$ cat src/rtl/ps_pkg.sv
// Shared types and constants for the program sequencer slice.
package ps_pkg;
   localparam int unsigned PC_W = 8;

   typedef enum logic [1:0] {
      RUN    = 2'd0,
      HALTED = 2'd1,
      STEP   = 2'd2
   } ps_state_e;
endpackage

$ cat src/rtl/program_sequencer_if.sv
// Decoder/debug-side signal bundle of the program sequencer.
interface program_sequencer_if
   import ps_pkg::*;
#(
   parameter int unsigned CNT_W = 16
);
   logic             jmp;
   logic             jmp_nz;
   logic [3:0]       jmp_addr;
   logic             dont_jmp;
   logic             halt_req;
   logic             run_req;
   logic             step_req;
   logic             bp_en;
   logic [PC_W-1:0]  bp_addr;
   logic [PC_W-1:0]  pm_addr;
   logic [PC_W-1:0]  pc;
   logic             hold;
   logic             halted;
   logic             step_ack;
   logic [CNT_W-1:0] instr_count;

   modport master (
      output jmp, jmp_nz, jmp_addr, dont_jmp, halt_req, run_req, step_req, bp_en, bp_addr,
      input  pm_addr, pc, hold, halted, step_ack, instr_count
   );

   modport slave (
      input  jmp, jmp_nz, jmp_addr, dont_jmp, halt_req, run_req, step_req, bp_en, bp_addr,
      output pm_addr, pc, hold, halted, step_ack, instr_count
   );
endinterface

$ cat src/rtl/ps_debug_fsm.sv
// Run-control FSM: halt/run/step, step edge detect and breakpoint arming.
module ps_debug_fsm
   import ps_pkg::*;
(
   input  logic            clk,
   input  logic            sync_reset_n,
   input  logic            halt_req,
   input  logic            run_req,
   input  logic            step_req,
   input  logic            bp_en,
   input  logic [PC_W-1:0] bp_addr,
   input  logic [PC_W-1:0] pc,
   output logic            hold,
   output logic            halted,
   output logic            step_ack
);
   ps_state_e       state_q, state_d;
   logic            step_q;
   logic            bp_armed;
   logic [PC_W-1:0] halt_pc;
   logic            bp_hit;

   always_comb begin
      state_d  = state_q;
      bp_hit   = 1'b0;
      hold     = (state_q == HALTED);
      halted   = (state_q == HALTED);
      step_ack = (state_q == STEP);
      case (state_q)
         RUN: begin
            bp_hit = bp_en && bp_armed && (pc == bp_addr);
            if (halt_req || bp_hit) state_d = HALTED;
         end
         HALTED: begin
            if (halt_req)                state_d = HALTED;
            else if (run_req)            state_d = RUN;
            else if (step_req && !step_q) state_d = STEP;
         end
         STEP:    state_d = HALTED;
         default: state_d = RUN;
      endcase
   end

   always_ff @(posedge clk) begin
      if (!sync_reset_n) begin
         state_q  <= RUN;
         step_q   <= 1'b0;
         bp_armed <= 1'b1;
         halt_pc  <= '0;
      end else begin
         state_q <= state_d;
         step_q  <= step_req;
         // Stay disarmed until the fetch address has moved off the trigger address.
         if (bp_hit) begin
            bp_armed <= 1'b0;
            halt_pc  <= pc;
         end else if (!bp_armed && (pc != halt_pc)) begin
            bp_armed <= 1'b1;
         end
      end
   end
endmodule

$ cat src/rtl/program_sequencer.sv
// Program sequencer: fetch address mux, program counter and retired-instruction counter.
module program_sequencer
   import ps_pkg::*;
#(
   parameter int unsigned CNT_W = 16
)(
   input  logic                clk,
   input  logic                sync_reset_n,
   program_sequencer_if.slave  bus
);
   logic [PC_W-1:0]  pc_q;
   logic [PC_W-1:0]  pm_addr_d;
   logic [CNT_W-1:0] cnt_q;
   logic             hold;

   ps_debug_fsm u_debug_fsm (
      .clk          (clk),
      .sync_reset_n (sync_reset_n),
      .halt_req     (bus.halt_req),
      .run_req      (bus.run_req),
      .step_req     (bus.step_req),
      .bp_en        (bus.bp_en),
      .bp_addr      (bus.bp_addr),
      .pc           (pc_q),
      .hold         (hold),
      .halted       (bus.halted),
      .step_ack     (bus.step_ack)
   );

   // Jump targets stay within the current 16-instruction page.
   always_comb begin
      if (!sync_reset_n)                              pm_addr_d = '0;
      else if (hold)                                  pm_addr_d = pc_q;
      else if (bus.jmp || (bus.jmp_nz && !bus.dont_jmp)) pm_addr_d = {pc_q[PC_W-1:4], bus.jmp_addr};
      else                                            pm_addr_d = pc_q + PC_W'(1);
   end

   always_ff @(posedge clk) begin
      if (!sync_reset_n) begin
         pc_q  <= '0;
         cnt_q <= '0;
      end else begin
         pc_q <= pm_addr_d;
         if (!hold && (cnt_q != '1)) cnt_q <= cnt_q + CNT_W'(1);
      end
   end

   assign bus.pm_addr     = pm_addr_d;
   assign bus.pc          = pc_q;
   assign bus.hold        = hold;
   assign bus.instr_count = cnt_q;
endmodule

$ cat src/flat_wrapper.sv
// flat-port wrapper written by rule: the top's interface ports become plain ports
module program_sequencer_flat import ps_pkg::*;
#(
   parameter int unsigned CNT_W = 16
)
  (clk, sync_reset_n, bus_jmp, bus_jmp_nz, bus_jmp_addr, bus_dont_jmp, bus_halt_req, bus_run_req, bus_step_req, bus_bp_en, bus_bp_addr, bus_pm_addr, bus_pc, bus_hold, bus_halted, bus_step_ack, bus_instr_count);
  program_sequencer_if #(.CNT_W(CNT_W)) bus_i ();
  input  logic clk;
  input  logic sync_reset_n;
  input wire logic [$bits(bus_i.jmp)-1:0] bus_jmp;
  input wire logic [$bits(bus_i.jmp_nz)-1:0] bus_jmp_nz;
  input wire logic [$bits(bus_i.jmp_addr)-1:0] bus_jmp_addr;
  input wire logic [$bits(bus_i.dont_jmp)-1:0] bus_dont_jmp;
  input wire logic [$bits(bus_i.halt_req)-1:0] bus_halt_req;
  input wire logic [$bits(bus_i.run_req)-1:0] bus_run_req;
  input wire logic [$bits(bus_i.step_req)-1:0] bus_step_req;
  input wire logic [$bits(bus_i.bp_en)-1:0] bus_bp_en;
  input wire logic [$bits(bus_i.bp_addr)-1:0] bus_bp_addr;
  output wire logic [$bits(bus_i.pm_addr)-1:0] bus_pm_addr;
  output wire logic [$bits(bus_i.pc)-1:0] bus_pc;
  output wire logic [$bits(bus_i.hold)-1:0] bus_hold;
  output wire logic [$bits(bus_i.halted)-1:0] bus_halted;
  output wire logic [$bits(bus_i.step_ack)-1:0] bus_step_ack;
  output wire logic [$bits(bus_i.instr_count)-1:0] bus_instr_count;
  assign bus_i.jmp = bus_jmp;
  assign bus_i.jmp_nz = bus_jmp_nz;
  assign bus_i.jmp_addr = bus_jmp_addr;
  assign bus_i.dont_jmp = bus_dont_jmp;
  assign bus_i.halt_req = bus_halt_req;
  assign bus_i.run_req = bus_run_req;
  assign bus_i.step_req = bus_step_req;
  assign bus_i.bp_en = bus_bp_en;
  assign bus_i.bp_addr = bus_bp_addr;
  assign bus_pm_addr = bus_i.pm_addr;
  assign bus_pc = bus_i.pc;
  assign bus_hold = bus_i.hold;
  assign bus_halted = bus_i.halted;
  assign bus_step_ack = bus_i.step_ack;
  assign bus_instr_count = bus_i.instr_count;
  program_sequencer #(.CNT_W(CNT_W)) u_core (.clk(clk), .sync_reset_n(sync_reset_n), .bus(bus_i));
endmodule
$ cat config.mk
export PLATFORM = sky130hd
export DESIGN_NAME = program_sequencer_flat
export DESIGN_NICKNAME = d
export VERILOG_FILES = /design/src/rtl/ps_pkg.sv /design/src/rtl/program_sequencer_if.sv /design/src/rtl/ps_debug_fsm.sv /design/src/rtl/program_sequencer.sv /design/src/flat_wrapper.sv
export SDC_FILE = /design/constraint.sdc
export NUM_CORES = 1
export LEC_CHECK = 0
export BUFFER_PORTS_ARGS = -buffer_cell sky130_fd_sc_hd__buf_2
export CAP_MARGIN = 20
export CORE_ASPECT_RATIO = 1.1
export CORE_UTILIZATION = 55
export DETAILED_ROUTE_END_ITERATION = 12
export PLACE_DENSITY = 0.84
export SLEW_MARGIN = 10
export SYNTH_ARGS = -nofsm -noshare
export SYNTH_HDL_FRONTEND = slang
export SYNTH_SLANG_ARGS = --single-unit
$ cat constraint.sdc
create_clock -name clk -period 4.2 [get_ports clk]
set_input_delay 0.21 -clock clk [delete_from_list [all_inputs] [get_ports clk]]
set_output_delay 0.21 -clock clk [all_outputs]
set_load 0.05 [all_outputs]
==> run_results.csv <==
group,metric,value,unit
timing,final_hold_viol_count,0,
timing,setup_violations,0,
drt,dr.pass1.iters,4,
logic_synthesis,synth_compound_area_share,7.12,%
clock_tree,numClockSinks,36,
pwr,power_density,304,nW/µm²
worst_setup_path,r2r_setup_slack,2.23,ns
timing,clock.fmax,424,MHz
logic_synthesis,yosysTopAreaCell,"dfxtp_1",
floorplan,die-area,3790,µm²
min_path,min_delay_path_depth,2,
clock_tree,post_cts_buffers,0,
clock_tree,cts_resized,0,
cells_and_area,nNetsFinal,296,
clock_tree,clk_path_buf_depth,2,
worst_setup_path,r2r-start,"u_core.bus.pc[3]$_SDFF_PN0_",
placement,gp_congestion,0.833,
logic_synthesis,syn-cell-area,1950,µm²
grt,grt_overflow,0,
run_status,run_status,"finished, final reports clean",
timing,drv_slew,0,
grt,grt_pass1_wl,6.67,mm
drt,drt-initial-drc-count,108,
min_path,min_to,"u_core.u_debug_fsm.step_q$_SDFF_PN0_",
drt,detail-route-antenna-nets,0,
logic_synthesis,ys_seq_area_share,36.9,%
drt,routedWlPerCell,12.9,µm
drt,wl,4.14,mm
logic_synthesis,syn_nets,249,
drt,vias,1706,
worst_setup_path,required,3.99,ns
job,cap_violations,0,
min_path,hold_start,"bus_step_req",
floorplan,dieHeight,64.5,µm
logic_synthesis,synth_xor_area_share,14.4,%
clock_tree,cts_hold_buf,0,
logic_synthesis,synth_top_family_by_area,"simple AND/OR/NAND/NOR gates",
logic_synthesis,yosysWarnings,0,
logic_synthesis,synthTopCellsByCount,"dfxtp_1 (36), nor2_1 (32), xnor2_1 (20)",
floorplan,die_w,58.8,µm
pwr,vdd_drop_max,0.243,mV
grt,track_usage,22.7,%
pwr,p_total,690,µW
logic_synthesis,synth_fa_ha_area_share,1.28,%
worst_setup_path,crit_path_max_fanout,13,
timing,setup_tns,0,ns
cells_and_area,areaGrowthSynthToFinish,16.4,%
min_path,hold_path.class,"in -> reg",
worst_setup_path,r2r_cells,5,
timing,rsz0062_at_grt,"no",
floorplan,ios,56,
timing,finalCritPeriodShare,56.2,%
drt,route.detailed.drc,0,
placement,port_buffers,55,
clock_tree,cts_tree,"built",
timing,layout_min_cycle_time,2.36,ns
clock_tree,htree_levels,2,
logic_synthesis,ys.flop_type,"dfxtp_1",
logic_synthesis,synthArstFlopShare,0,%
floorplan,start_util,58.1,%
logic_synthesis,ys_top_cells_by_area,"dfxtp_1 (37%), xnor2_1 (9.0%), mux2i_1 (6.2%)",
clock_tree,clkLatencyLatePin,0.34,ns
cells_and_area,n_antenna_cell,0,
pwr,leakagePower,0.00104,µW
clock_tree,cts-root-buf,"clkbuf_4",
logic_synthesis,avgSynthCellArea,8.63,µm²
logic_synthesis,synth_enable_flop_cells,0,
logic_synthesis,synth_top_area_share,36.9,%
floorplan,core,3360,µm²
grt,antenna_found_initial,0,
worst_setup_path,worstPathArrival,2.15,ns
timing,clock_skew,0.00824,ns
clock_tree,cts_made_buffers,5,
grt,first_global_vias,1556,
worst_setup_path,r2r_end,"u_core.u_debug_fsm.halt_pc[3]$_SDFFE_PN0P_",
floorplan,rows,22,
logic_synthesis,synth_seq_cells,36,
logic_synthesis,yosysUniqueCellTypes,38,
logic_synthesis,syn_inst,226,
logic_synthesis,synth.area.mux_share,6.16,%
timing,slew_headroom,59.8,%
timing,worst_pin_slew,0.601,ns
cells_and_area,fill_cells,291,
worst_setup_path,worstSetupPathType,"reg -> out",
logic_synthesis,yosysMostFrequentCell,"dfxtp_1",
logic_synthesis,synthSimpleGateAreaFrac,28.9,%
clock_tree,cts.clk_slew.worst_paths,0.10,ns
worst_setup_path,endpoint_kind,"primary output",
placement,dp_hpwl,2.94,mm
drt,via_per_inst,5.30,
cells_and_area,drive_gt1_share,27.4,%
grt,grt_max_degree,38,
worst_setup_path,cp-start-kind,"flop",
flip-flops by register name, indices dropped and copies added (netlist names):
register,flops
u_core.bus.pc,8
u_core.u_debug_fsm.step_q,1
u_core.u_debug_fsm.halt_pc,8
u_core.u_debug_fsm.state_q,2
u_core.u_debug_fsm.bp_armed,1
u_core.bus.instr_count,16
placed cells by master, fill, tap and decap left out, types with 7 or more instances in the layout:
cell / n
buf_2: 55
dfxtp_1: 36
nor2_1: 32
xnor2_1: 20
nand2_1: 13
mux2i_1: 12
xor2_1: 12
nor3_1: 11
nand4_1: 9
a21oi_1: 8
nand3_1: 7
critical path, stage by stage (launching register included):
cell and delay (ns):
dfxtp_1 0.40, or2b_2 0.44, inv_1 0.33, o21ai_0 0.19, a21oi_1 0.17, buf_2 0.28
per-stage QoR:
stage,hold WS (ns),area (µm²),util [%],setup slack [ns],std cells
finish,0.114,2270,67.6,1.84,322
global route,0.106,2270,67.6,1.65,322
CTS,0.109,2270,67.6,1.85,322
detailed placement,0.461,2210,65.7,2.23,314
global placement,0.457,2210,65.7,2.22,314
floorplan,0.347,1950,-,1.76,226
routing by layer:
metal / vias up / track usage, % / wire (µm)
li1: 869 / - / -
met3: 7 / 5.79 / 201
met1: 779 / 26.9 / 1860
met4: 0 / 8.04 / 55
met5: - / 0 / 0
met2: 51 / 39.2 / 2030
where the power goes:
group | total [µW] | internal, µW | switching, µW
Clock | 195 | 82.0 | 113
Sequential | 367 | 350 | 17.0
Combinational | 127 | 37.9 | 89.0
Total | 690 | 470 | 219
final cells by class:
type	instances	area (µm²)	share of cell area (%)
multi-input cells	169	1130	49.7
repair buffers	55	275	12.1
clock inverters	1	7.51	0.331
inverters	6	22.5	0.992
well taps	48	60.1	2.65
flip-flops and latches	36	721	31.8
clock buffers	7	55.1	2.43
logic make-up after synthesis:
group,count (synthesis)
buffers and inverters,21
and+or+nand+nor,100
adders and majority gates,2
muxes,12
DFF,36
xor gates and xnor gates,32
AOI/OAI and AO/OA,23
worst max path at each step:
stage	startpoint	depth (start not counted)	to
floorplan	u_core.bus.pc[1]$_SDFF_PN0_	3	bus_pm_addr[1]
global placement	u_core.u_debug_fsm.state_q[0]$_SDFFE_PN0P_	5	bus_pm_addr[3]
detailed placement	u_core.u_debug_fsm.state_q[0]$_SDFFE_PN0P_	5	bus_pm_addr[3]
CTS	u_core.u_debug_fsm.state_q[0]$_SDFFE_PN0P_	5	bus_pm_addr[3]
global route	u_core.u_debug_fsm.state_q[0]$_SDFFE_PN0P_	6	bus_pm_addr[0]
finish	u_core.u_debug_fsm.state_q[0]$_SDFFE_PN0P_	5	bus_pm_addr[3]
(Power assumes the default switching activity.)
